==> src/rtl/tcm_mem_port_ctrl_pkg.sv <==
// Shared constants and types for the TCM data-port controller.
package tcm_pkg;

    localparam logic [31:0] TCM_BASE_DEF   = 32'h8000_0000;
    localparam int unsigned TCM_ADDR_W_DEF = 17;
    localparam int unsigned TAG_W_DEF      = 11;
    localparam int unsigned RAM_DATA_W     = 64;
    localparam int unsigned RAM_BE_W       = 8;

    typedef struct packed {
        logic [TAG_W_DEF-1:0] tag;
        logic [31:0]          data;
        logic                 error;
    } resp_entry_t;

    // Place 32-bit byte strobes onto the 64-bit RAM word half picked by addr[2].
    function automatic logic [RAM_BE_W-1:0] lane_be(input logic [3:0] strb, input logic hi);
        return hi ? {strb, 4'b0000} : {4'b0000, strb};
    endfunction

endpackage

==> src/rtl/tcm_mem_port_ctrl_if.sv <==
// Core-side request/response bundle of the TCM port controller.
interface tcm_mem_port_ctrl_if #(
    parameter int unsigned TAG_W = tcm_pkg::TAG_W_DEF
);
    logic             req_rd_i;
    logic [3:0]       req_wr_i;
    logic [31:0]      req_addr_i;
    logic [31:0]      req_data_wr_i;
    logic [TAG_W-1:0] req_tag_i;
    logic             req_accept_o;
    logic             resp_ack_o;
    logic [31:0]      resp_data_rd_o;
    logic [TAG_W-1:0] resp_tag_o;
    logic             resp_error_o;
    logic             resp_ready_i;

    modport master (
        output req_rd_i, req_wr_i, req_addr_i, req_data_wr_i, req_tag_i, resp_ready_i,
        input  req_accept_o, resp_ack_o, resp_data_rd_o, resp_tag_o, resp_error_o
    );

    modport slave (
        input  req_rd_i, req_wr_i, req_addr_i, req_data_wr_i, req_tag_i, resp_ready_i,
        output req_accept_o, resp_ack_o, resp_data_rd_o, resp_tag_o, resp_error_o
    );
endinterface

==> src/rtl/tcm_mem_port_ctrl_resp_fifo.sv <==
// Synchronous FIFO with occupancy count; head entry is presented from registers.
module tcm_resp_fifo #(
    parameter int unsigned DEPTH = 4,
    parameter int unsigned WIDTH = 44
) (
    input  logic                         clk_i,
    input  logic                         rst_i,
    input  logic                         push_i,
    input  logic [WIDTH-1:0]             data_i,
    input  logic                         pop_i,
    output logic                         valid_o,
    output logic [WIDTH-1:0]             data_o,
    output logic [$clog2(DEPTH+1)-1:0]   count_o
);
    localparam int unsigned PTR_W = $clog2(DEPTH);
    localparam int unsigned CNT_W = $clog2(DEPTH+1);

    logic [WIDTH-1:0] mem_q [DEPTH];
    logic [WIDTH-1:0] mem_d [DEPTH];
    logic [PTR_W-1:0] wr_ptr_q, wr_ptr_d;
    logic [PTR_W-1:0] rd_ptr_q, rd_ptr_d;
    logic [CNT_W-1:0] count_q, count_d;
    logic             do_pop;

    // Wrap explicitly so non-power-of-two depths work.
    function automatic logic [PTR_W-1:0] ptr_inc(input logic [PTR_W-1:0] p);
        return (p == PTR_W'(DEPTH - 1)) ? '0 : p + 1'b1;
    endfunction

    always_comb begin
        mem_d    = mem_q;
        wr_ptr_d = wr_ptr_q;
        rd_ptr_d = rd_ptr_q;
        count_d  = count_q;
        do_pop   = pop_i && (count_q != '0);
        if (push_i) begin
            mem_d[wr_ptr_q] = data_i;
            wr_ptr_d        = ptr_inc(wr_ptr_q);
        end
        if (do_pop) begin
            rd_ptr_d = ptr_inc(rd_ptr_q);
        end
        case ({push_i, do_pop})
            2'b10:   count_d = count_q + 1'b1;
            2'b01:   count_d = count_q - 1'b1;
            default: count_d = count_q;
        endcase
    end

    always_ff @(posedge clk_i or posedge rst_i) begin
        if (rst_i) begin
            mem_q    <= '{default: '0};
            wr_ptr_q <= '0;
            rd_ptr_q <= '0;
            count_q  <= '0;
        end else begin
            mem_q    <= mem_d;
            wr_ptr_q <= wr_ptr_d;
            rd_ptr_q <= rd_ptr_d;
            count_q  <= count_d;
        end
    end

    always_ff @(posedge clk_i) begin
        if (!rst_i) begin
            assert (!(push_i && !do_pop && count_q == CNT_W'(DEPTH)));
        end
    end

    assign valid_o = (count_q != '0);
    assign data_o  = valid_o ? mem_q[rd_ptr_q] : '0;
    assign count_o = count_q;

endmodule

==> src/rtl/tcm_mem_port_ctrl.sv <==
// Maps 32-bit core data-port requests onto the 64-bit single-port TCM RAM and
// returns in-order tagged responses through a back-pressured response FIFO.
module tcm_mem_port_ctrl
    import tcm_pkg::*;
#(
    parameter logic [31:0] TCM_BASE   = TCM_BASE_DEF,
    parameter int unsigned TCM_ADDR_W = TCM_ADDR_W_DEF,
    parameter int unsigned TAG_W      = TAG_W_DEF,
    parameter int unsigned RESP_DEPTH = 4
) (
    input  logic                     clk_i,
    input  logic                     rst_i,
    tcm_mem_port_ctrl_if.slave       core,
    output logic [TCM_ADDR_W-4:0]    ram_addr_o,
    output logic [RAM_DATA_W-1:0]    ram_data_o,
    output logic [RAM_BE_W-1:0]      ram_wr_o,
    input  logic [RAM_DATA_W-1:0]    ram_data_i
);
    localparam int unsigned CNT_W = $clog2(RESP_DEPTH+1);

    typedef struct packed {
        logic [TAG_W-1:0] tag;
        logic [31:0]      data;
        logic             error;
    } entry_t;

    logic [31:0]      offset;
    logic             in_win, is_wr, req_v, accept, take;
    logic [CNT_W:0]   occ;
    logic [CNT_W-1:0] fifo_cnt;
    logic             fifo_valid;
    entry_t           push_entry, head_entry;

    logic             s1_valid_q, s1_valid_d;
    logic [TAG_W-1:0] s1_tag_q,   s1_tag_d;
    logic             s1_hi_q,    s1_hi_d;
    logic             s1_rd_q,    s1_rd_d;
    logic             s1_err_q,   s1_err_d;

    always_comb begin
        offset = core.req_addr_i - TCM_BASE;
        in_win = ({1'b0, offset} < (33'd1 << TCM_ADDR_W));
        is_wr  = (core.req_wr_i != 4'b0000);
        req_v  = core.req_rd_i || is_wr;
        // Stage-1 entry counts as occupied so its FIFO push can never overflow.
        occ    = {1'b0, fifo_cnt} + {{CNT_W{1'b0}}, s1_valid_q};
        accept = !rst_i && (occ < (CNT_W+1)'(RESP_DEPTH));
        take   = req_v && accept;

        ram_addr_o = core.req_addr_i[TCM_ADDR_W-1:3];
        ram_data_o = {core.req_data_wr_i, core.req_data_wr_i};
        ram_wr_o   = (take && in_win && is_wr) ? lane_be(core.req_wr_i, core.req_addr_i[2]) : '0;

        s1_valid_d = take;
        s1_tag_d   = core.req_tag_i;
        s1_hi_d    = core.req_addr_i[2];
        s1_rd_d    = !is_wr;
        s1_err_d   = !in_win;

        push_entry.tag   = s1_tag_q;
        push_entry.error = s1_err_q;
        push_entry.data  = '0;
        if (s1_rd_q && !s1_err_q) begin
            push_entry.data = s1_hi_q ? ram_data_i[63:32] : ram_data_i[31:0];
        end
    end

    always_ff @(posedge clk_i or posedge rst_i) begin
        if (rst_i) begin
            s1_valid_q <= 1'b0;
            s1_tag_q   <= '0;
            s1_hi_q    <= 1'b0;
            s1_rd_q    <= 1'b0;
            s1_err_q   <= 1'b0;
        end else begin
            s1_valid_q <= s1_valid_d;
            s1_tag_q   <= s1_tag_d;
            s1_hi_q    <= s1_hi_d;
            s1_rd_q    <= s1_rd_d;
            s1_err_q   <= s1_err_d;
        end
    end

    tcm_resp_fifo #(
        .DEPTH (RESP_DEPTH),
        .WIDTH ($bits(entry_t))
    ) u_resp_fifo (
        .clk_i   (clk_i),
        .rst_i   (rst_i),
        .push_i  (s1_valid_q),
        .data_i  (push_entry),
        .pop_i   (core.resp_ready_i),
        .valid_o (fifo_valid),
        .data_o  (head_entry),
        .count_o (fifo_cnt)
    );

    assign core.req_accept_o   = accept;
    assign core.resp_ack_o     = fifo_valid;
    assign core.resp_data_rd_o = head_entry.data;
    assign core.resp_tag_o     = head_entry.tag;
    assign core.resp_error_o   = head_entry.error;

endmodule
==> src/flat_wrapper.sv <==
// flat-port wrapper written by rule: the top's interface ports become plain ports
module tcm_mem_port_ctrl_flat import tcm_pkg::*;
#(
    parameter logic [31:0] TCM_BASE   = TCM_BASE_DEF,
    parameter int unsigned TCM_ADDR_W = TCM_ADDR_W_DEF,
    parameter int unsigned TAG_W      = TAG_W_DEF,
    parameter int unsigned RESP_DEPTH = 4
)
  (clk_i, rst_i, ram_addr_o, ram_data_o, ram_wr_o, ram_data_i, core_req_rd_i, core_req_wr_i, core_req_addr_i, core_req_data_wr_i, core_req_tag_i, core_resp_ready_i, core_req_accept_o, core_resp_ack_o, core_resp_data_rd_o, core_resp_tag_o, core_resp_error_o);
  tcm_mem_port_ctrl_if #(.TAG_W(TAG_W)) core_i ();
  input  logic clk_i;
  input  logic rst_i;
  output logic [TCM_ADDR_W-4:0] ram_addr_o;
  output logic [RAM_DATA_W-1:0] ram_data_o;
  output logic [RAM_BE_W-1:0] ram_wr_o;
  input  logic [RAM_DATA_W-1:0] ram_data_i;
  input wire logic [$bits(core_i.req_rd_i)-1:0] core_req_rd_i;
  input wire logic [$bits(core_i.req_wr_i)-1:0] core_req_wr_i;
  input wire logic [$bits(core_i.req_addr_i)-1:0] core_req_addr_i;
  input wire logic [$bits(core_i.req_data_wr_i)-1:0] core_req_data_wr_i;
  input wire logic [$bits(core_i.req_tag_i)-1:0] core_req_tag_i;
  input wire logic [$bits(core_i.resp_ready_i)-1:0] core_resp_ready_i;
  output wire logic [$bits(core_i.req_accept_o)-1:0] core_req_accept_o;
  output wire logic [$bits(core_i.resp_ack_o)-1:0] core_resp_ack_o;
  output wire logic [$bits(core_i.resp_data_rd_o)-1:0] core_resp_data_rd_o;
  output wire logic [$bits(core_i.resp_tag_o)-1:0] core_resp_tag_o;
  output wire logic [$bits(core_i.resp_error_o)-1:0] core_resp_error_o;
  assign core_i.req_rd_i = core_req_rd_i;
  assign core_i.req_wr_i = core_req_wr_i;
  assign core_i.req_addr_i = core_req_addr_i;
  assign core_i.req_data_wr_i = core_req_data_wr_i;
  assign core_i.req_tag_i = core_req_tag_i;
  assign core_i.resp_ready_i = core_resp_ready_i;
  assign core_req_accept_o = core_i.req_accept_o;
  assign core_resp_ack_o = core_i.resp_ack_o;
  assign core_resp_data_rd_o = core_i.resp_data_rd_o;
  assign core_resp_tag_o = core_i.resp_tag_o;
  assign core_resp_error_o = core_i.resp_error_o;
  tcm_mem_port_ctrl #(.TCM_BASE(TCM_BASE), .TCM_ADDR_W(TCM_ADDR_W), .TAG_W(TAG_W), .RESP_DEPTH(RESP_DEPTH)) u_core (.clk_i(clk_i), .rst_i(rst_i), .core(core_i), .ram_addr_o(ram_addr_o), .ram_data_o(ram_data_o), .ram_wr_o(ram_wr_o), .ram_data_i(ram_data_i));
endmodule
==> config.mk <==
export PLATFORM = sky130hd
export DESIGN_NAME = tcm_mem_port_ctrl_flat
export DESIGN_NICKNAME = d
export VERILOG_FILES = /design/src/rtl/tcm_mem_port_ctrl_pkg.sv /design/src/rtl/tcm_mem_port_ctrl_if.sv /design/src/rtl/tcm_mem_port_ctrl_resp_fifo.sv /design/src/rtl/tcm_mem_port_ctrl.sv /design/src/flat_wrapper.sv
export SDC_FILE = /design/constraint.sdc
export NUM_CORES = 1
export LEC_CHECK = 0
export CAP_MARGIN = 20
export CORE_UTILIZATION = 40
export CTS_CLUSTER_DIAMETER = 60
export CTS_CLUSTER_SIZE = 20
export DETAILED_ROUTE_END_ITERATION = 7
export PLACE_DENSITY = 0.69
export SETUP_SLACK_MARGIN = 0.15
export SLEW_MARGIN = 20
export SYNTH_ARGS = -nofsm -noshare
export SYNTH_HDL_FRONTEND = slang
export SYNTH_SLANG_ARGS = --single-unit
==> constraint.sdc <==
create_clock -name clk_i -period 8.2 [get_ports clk_i]
set_input_delay 0.82 -clock clk_i [delete_from_list [all_inputs] [get_ports clk_i]]
set_output_delay 0.82 -clock clk_i [all_outputs]
set_load 0.01 [all_outputs]
==> impl_metrics.py, run 1 <==
metrics = {
    "setup_path": {
        "crit_fanout": 9,
        "arrival_ns": 2.88,
        "cp-start-kind": "input pin",
        "rr_startpoint": "u_core.u_resp_fifo.count_o[1]",
        "worstSetupPathType": "input pin to output pin",
        "r2r-end": "u_core.u_resp_fifo.count_o[2]",
        "r2r.worst_path.cells": 8,
        "reg2reg_slack_ns": 5.60,
        "critPathRequiredTime_ns": 7.38,
        "end_kind": "output pin",
    },
    "detailed_routing": {
        "routedWlPerCell_microns": 17.8,
        "wl_microns": 19600,
        "drt_iter0_markers": 222,
        "via_count": 5541,
        "ant_nets": 0,
        "drc_errors": 0,
        "avgViaCountPerCell": 5.04,
        "drt_first_pass_iters": 4,
    },
    "layout": {
        "area_growth_pct": 18.0,
        "nets": 917,
        "final_cell_mix": "dfrtp_1, mux2_2, clkdlybuf4s50_1",
        "antenna_cells": 0,
        "drive_gt1_frac": 0.345,
        "layout_commonest_cell": "dfrtp_1",
        "final_util": 0.482,
        "fin_cells": 1100,
        "fin_area_sq_um": 11700,
    },
    "sta": {
        "slew_viol_final": 0,
        "clock_skew_ns": 0.0143,
        "tightestPinTransition_ns": 1.06,
        "tns_ns": 0,
        "min_period_over_period": 0.451,
        "fmax_ghz": 0.270,
        "max_slew_margin": 0.292,
        "min_period_ns": 3.70,
        "rsz0062_at_grt": "false",
        "finalSetupViolations": 0,
        "setup_ws_ns": 4.50,
        "hold_viol": 0,
    },
    "clocking": {
        "cts_setup_buffers": 0,
        "clock-sinks": 198,
        "cts_max_level": 4,
        "clock-root-buffer": "clkbuf_16",
        "hold_buffers": 0,
        "cts_inserted_buffers": 17,
        "clk_pin_slew_ns": 0.08,
        "clock_path_buffers": 2,
        "cts-resized-gates": 0,
        "clk_latency_ns": 0.43,
        "cts_tree": "built",
    },
    "synthesis": {
        "ys_top_cells_by_area": "dfrtp_1, mux2_2, mux4_2",
        "ys.flop_type": "dfrtp_1",
        "synth-seq-cells": 198,
        "synth_largest_area_cell": "dfrtp_1",
        "yosysWarnings": 0,
        "syn_area_sq_um": 9940,
        "syn-num-nets": 859,
        "ys_types": 29,
        "syn_inst": 705,
        "synth_top_area_share": 0.499,
        "synth_edf_count": 0,
        "async_reset_ff_frac": 1.00,
        "synth_area_per_cell_sq_um": 14.1,
        "ys_seq_area_frac": 0.499,
    },
    "global_routing": {
        "first_global_vias": 6125,
        "overflow": 0,
        "antenna_found_initial": 0,
        "grt_max_degree": 120,
        "grt_pass1_wl_microns": 33100,
        "grt_use_total": 0.166,
    },
    "floorplanning": {
        "start_util": 0.409,
        "die_h_microns": 160,
        "die_w_microns": 160,
        "die_area_sq_um": 25500,
        "core_area_sq_um": 24300,
        "rows": 57,
        "io-pin-count": 279,
    },
    "place": {
        "gp_congestion": 0.698,
        "hpwl_microns": 12000,
        "place_area_sq_um": 11100,
        "port_buffers": 152,
        "dp_cells": 1068,
        "dp_worst_setup_slack_ns": 4.48,
    },
    "pwr": {
        "pwr_density_cell_nw_per_um2": 314,
        "peakVddDrop_mv": 0.208,
        "p_leak_nw": 5.25,
    },
    "worst_hold_path": {
        "min_delay_path_depth": 1,
        "hp-class": "flop to flop",
        "holdPathEnd": "u_core.u_resp_fifo.mem_q[40]",
        "min_from": "u_core.u_resp_fifo.mem_q[40]",
    },
    "run": {
        "max_cap_viol_count": 0,
    },
    "status": {
        "outcome": "completed",
    },
}
==> worst max-delay path by stage <==
| stage | start | end | slack, ns | cells after the start |
|---|---|---|---|---|
| floorplan | rst_i | u_core.s1_err_q | 1.98 | 1 |
| global placement | core_req_addr_i[29] | ram_wr_o[6] | 4.52 | 5 |
| detailed placement | core_req_addr_i[30] | ram_wr_o[6] | 4.48 | 5 |
| CTS | u_core.u_resp_fifo.rd_ptr_q[0] | core_resp_tag_o[6] | 4.45 | 3 |
| global route | u_core.u_resp_fifo.rd_ptr_q[0] | core_resp_data_rd_o[0] | 4.33 | 3 |
| finish | core_req_addr_i[30] | ram_wr_o[6] | 4.50 | 5 |
==> kinds of logic (layout without fill, tap and decap cells) <==
logic type               Yosys count  after routing  share of synthesized area
multiplexers                     255            255                      0.335
flip-flops                       198            198                      0.499
buffers and inverters            128            199                     0.0874
AND/OR/NAND/NOR                  110            110                     0.0638
adder cells (fa/ha/maj)            7              7                    0.00957
AO/OA/AOI/OAI                      4              4                    0.00252
XOR/XNOR                           3              3                    0.00264
==> layer usage <==
| layer | vias to the layer above | track usage | routed length (microns) |
|---|---|---|---|
| met5 | - | 0 | 0 |
| met4 | 0 | 0.0476 | 306 |
| met3 | 33 | 0.0387 | 770 |
| met2 | 118 | 0.275 | 9850 |
| met1 | 2854 | 0.219 | 8650 |
| li1 | 2536 | - | - |
==> state kept, by name, indices dropped and copies added, names as in the netlist <==
register and flops:
u_core.s1_err_q 1, u_core.s1_rd_q 1, u_core.u_resp_fifo.count_o 3, u_core.s1_valid_q 1
u_core.u_resp_fifo.rd_ptr_q 2, u_core.s1_hi_q 1, u_core.u_resp_fifo.mem_q 176, u_core.u_resp_fifo.wr_ptr_q 2
u_core.s1_tag_q 11
==> per-stage QoR <==
step | power [W] | hold slack [ns]
2_1_floorplan | 0.00243 | 0.456
3_3_place_gp | 0.00284 | 0.468
3_5_place_dp | 0.00288 | 0.481
4_1_cts | 0.00374 | 0.498
5_1_grt | 0.00392 | 0.510
6_report | 0.00368 | 0.495
==> synthesized netlist by cell type, drive strengths merged (2+ instances only) <==
master and number:
nor4 11, o21ai 2, inv 9, and2 45
dfrtp 198, or3 3, ha 6, nand2b 5
nand2 9, nor2 34, mux4 44, buf 118
xor2 2, mux2i 33, mux2 178
==> worst max-delay path, cell delays in order <==
cell             delay, ns
clkdlybuf4s50_1       0.41
nor4b_1               0.31
nand3_1               0.41
nor4_2                0.33
clkdlybuf4s50_1       0.60
==> power breakdown <==
part / internal (W) / switching (W)
combinational: 0.000827 / 0.000478
sequential: 0.00129 / 0.000233
clock: 0.000420 / 0.000431
==> final cells by class <==
cell class,instances,area [sq um]
fill,2109,12600
sequential,198,4960
clock inverter,15,190
timing repair buffer,158,1570
tap,324,405
inverter,9,41.3
clock buffer,17,425
multi-input combinational,379,4130
Note: power is estimated with default switching activity, not from simulation.
==> inputs of run 2 (changes only) <==
- PLACE_DENSITY: 0.69 -> 0.71
- clock period: 8.2 -> 3.4 ns (I/O delays scaled with it)
==> impl_metrics.py, run 2 (synthesis results as in run 1) <==
metrics = {
    "detailed_routing": {
        "ant_nets": 0,
        "avgViaCountPerCell": 5.06,
        "drc_errors": 0,
        "drt_first_pass_iters": 4,
        "routedWlPerCell_microns": 18.2,
        "via_count": 5606,
        "wl_microns": 20200,
        "drt_iter0_markers": 185,
    },
    "clocking": {
        "clock_path_buffers": 2,
        "clock-sinks": 198,
        "cts_inserted_buffers": 17,
        "clk_latency_ns": 0.44,
        "clk_pin_slew_ns": 0.07,
        "clock-root-buffer": "clkbuf_16",
        "cts_max_level": 4,
        "cts-resized-gates": 0,
        "cts_tree": "built",
    },
    "pwr": {
        "netSwitchingFraction": 0.300,
        "p_sw_w": 0.00271,
        "peakVddDrop_mv": 0.558,
        "p_seq_frac": 0.399,
        "p_clk_frac": 0.232,
        "p_leak_nw": 5.32,
        "power_frac_comb": 0.369,
        "pwr_density_cell_nw_per_um2": 762,
        "p_int_w": 0.00632,
    },
    "floorplanning": {
        "die_h_microns": 160,
        "io-pin-count": 279,
        "core_area_sq_um": 24300,
        "start_util": 0.409,
        "rows": 57,
        "die_w_microns": 160,
        "die_area_sq_um": 25500,
    },
    "sta": {
        "tightestPinTransition_ns": 0.913,
        "setup_ws_ns": 0.481,
        "clock_skew_ns": 0.00868,
        "slew_viol_final": 0,
        "rsz0062_at_grt": "false",
        "min_period_ns": 2.92,
        "max_slew_margin": 0.391,
        "hold_viol": 0,
        "min_period_over_period": 0.859,
        "fmax_ghz": 0.343,
        "tns_ns": 0,
        "finalSetupViolations": 0,
    },
    "layout": {
        "nets": 923,
        "nFillCells": 2102,
        "final_cell_mix": "dfrtp_1, mux2_2, clkdlybuf4s50_1",
        "layout_commonest_cell": "dfrtp_1",
        "largest_reg_flops": 176,
        "seqCellArea_sq_um": 4960,
        "area_growth_pct": 19.3,
        "drive_gt1_frac": 0.349,
        "final_util": 0.487,
        "largest_register": "u_core.u_resp_fifo.mem_q",
        "multi_input_area_sq_um": 4130,
    },
    "place": {
        "dp_worst_setup_slack_ns": 0.640,
        "gp_congestion": 0.694,
        "hpwl_microns": 12600,
        "port_buffers": 152,
    },
    "setup_path": {
        "critPathRequiredTime_ns": 3.06,
        "crit_fanout": 19,
        "crit_chain": "buf_12, mux4_2, and2_1, clkdlybuf4s50_1",
        "crit_path_top_delay_cell": "dfrtp_4",
        "slowest_delay_ns": 0.69,
        "arrival_ns": 2.58,
        "worstSetupPathType": "flop to output pin",
        "cp-start-kind": "flop",
        "end_kind": "output pin",
    },
    "worst_hold_path": {
        "hp-class": "input pin to async pin",
    },
    "global_routing": {
        "antenna_found_initial": 1,
        "grt_pass1_wl_microns": 32900,
        "grt_use_total": 0.166,
        "grt_max_degree": 69,
        "first_global_vias": 6199,
        "overflow": 0,
    },
    "status": {
        "outcome": "completed",
    },
    "run": {
        "max_cap_viol_count": 0,
    },
}
-- run 2: changes by cell type in the layout (fill, tap and decap cells not counted) --
cell	change
inv_12	-2
buf_4	-1
clkinvlp_4	+1
buf_12	+8
inv_8	+3
diode_2	+1
clkbuf_1	+1
clkinv_8	-5
buf_6	-1
inv_6	-1
clkinv_2	+1
bufinv_16	+2
-- run 2: layout make-up --
type | count | share of cell area
sequential | 198 | 0.419
clock buffer | 18 | 0.0362
timing repair buffer | 164 | 0.144
multi-input combinational | 379 | 0.348
tap | 324 | 0.0342
clock inverter | 14 | 0.0150
antenna | 1 | 0.000211
inverter | 9 | 0.00317
-- run 2: routing by layer --
metal / part of all wire / up-vias / routed length [microns] / track usage
met4: 0.013 / 0 / 264 / 0.0498
met1: 0.45 / 2898 / 9160 / 0.216
met2: 0.49 / 121 / 9890 / 0.276
met3: 0.042 / 27 / 849 / 0.0395
met5: 0 / - / 0 / 0
li1: - / 2560 / - / -
-- run 2: per-stage QoR --
step | instance area (sq um) | power, W | std cells | hold WS (ns)
final | 11900 | 0.00903 | 1107 | 0.291
after global routing | 11900 | 0.00957 | 1106 | 0.314
after CTS | 11800 | 0.00912 | 1105 | 0.291
after detailed placement | 11200 | 0.00700 | 1073 | 0.478
after global placement | 11200 | 0.00691 | 1073 | 0.470
after floorplan | 9940 | 0.00586 | 705 | 0.371
-- run 2: final timing paths --
check	slack (ns)	start	endpoint	cells past startpoint
min	0.29	rst_i	u_core.u_resp_fifo.count_o[1]	2
min in group clk_i	0.33	core_req_tag_i[2]	u_core.s1_tag_q[2]	1
min reg2reg	0.49	u_core.u_resp_fifo.mem_q[42]	u_core.u_resp_fifo.mem_q[42]	1
max	0.48	u_core.u_resp_fifo.rd_ptr_q[0]	core_resp_data_rd_o[20]	4
max reg2reg	0.77	u_core.u_resp_fifo.count_o[0]	u_core.u_resp_fifo.count_o[2]	8
max in group asynchronous	2.12	rst_i	u_core.u_resp_fifo.mem_q[163]	3
-- run 2: timing repair --
action | 4_1_cts | 5_1_grt
buffers inserted | 0 | 1
hold buffers | 0 | 0
setup endpoints to repair | 0 | 3
-- run 2: power groups by stage --
stage | clock network (W) | registers, W | logic (W)
detailed placement | 0 | 0.00370 | 0.00330
finish | 0.00209 | 0.00360 | 0.00334
CTS | 0.00215 | 0.00365 | 0.00332
floorplan | 0 | 0.00341 | 0.00245
global placement | 0 | 0.00367 | 0.00325
global route | 0.00224 | 0.00371 | 0.00362
-- run 2: worst max-delay path: cells and delay by family, from the launching register on --
kind	cells	cell delay [ns]
and+or+nand+nor	1	0.17
muxes	1	0.54
buffers and inverters	2	0.74
DFF	1	0.69
==> inputs of run 3 (changes only) <==
- SLEW_MARGIN: 20 -> unset
==> results of run 3 <==
No change in the layout: final DEF, timing and power equal those of run 2.
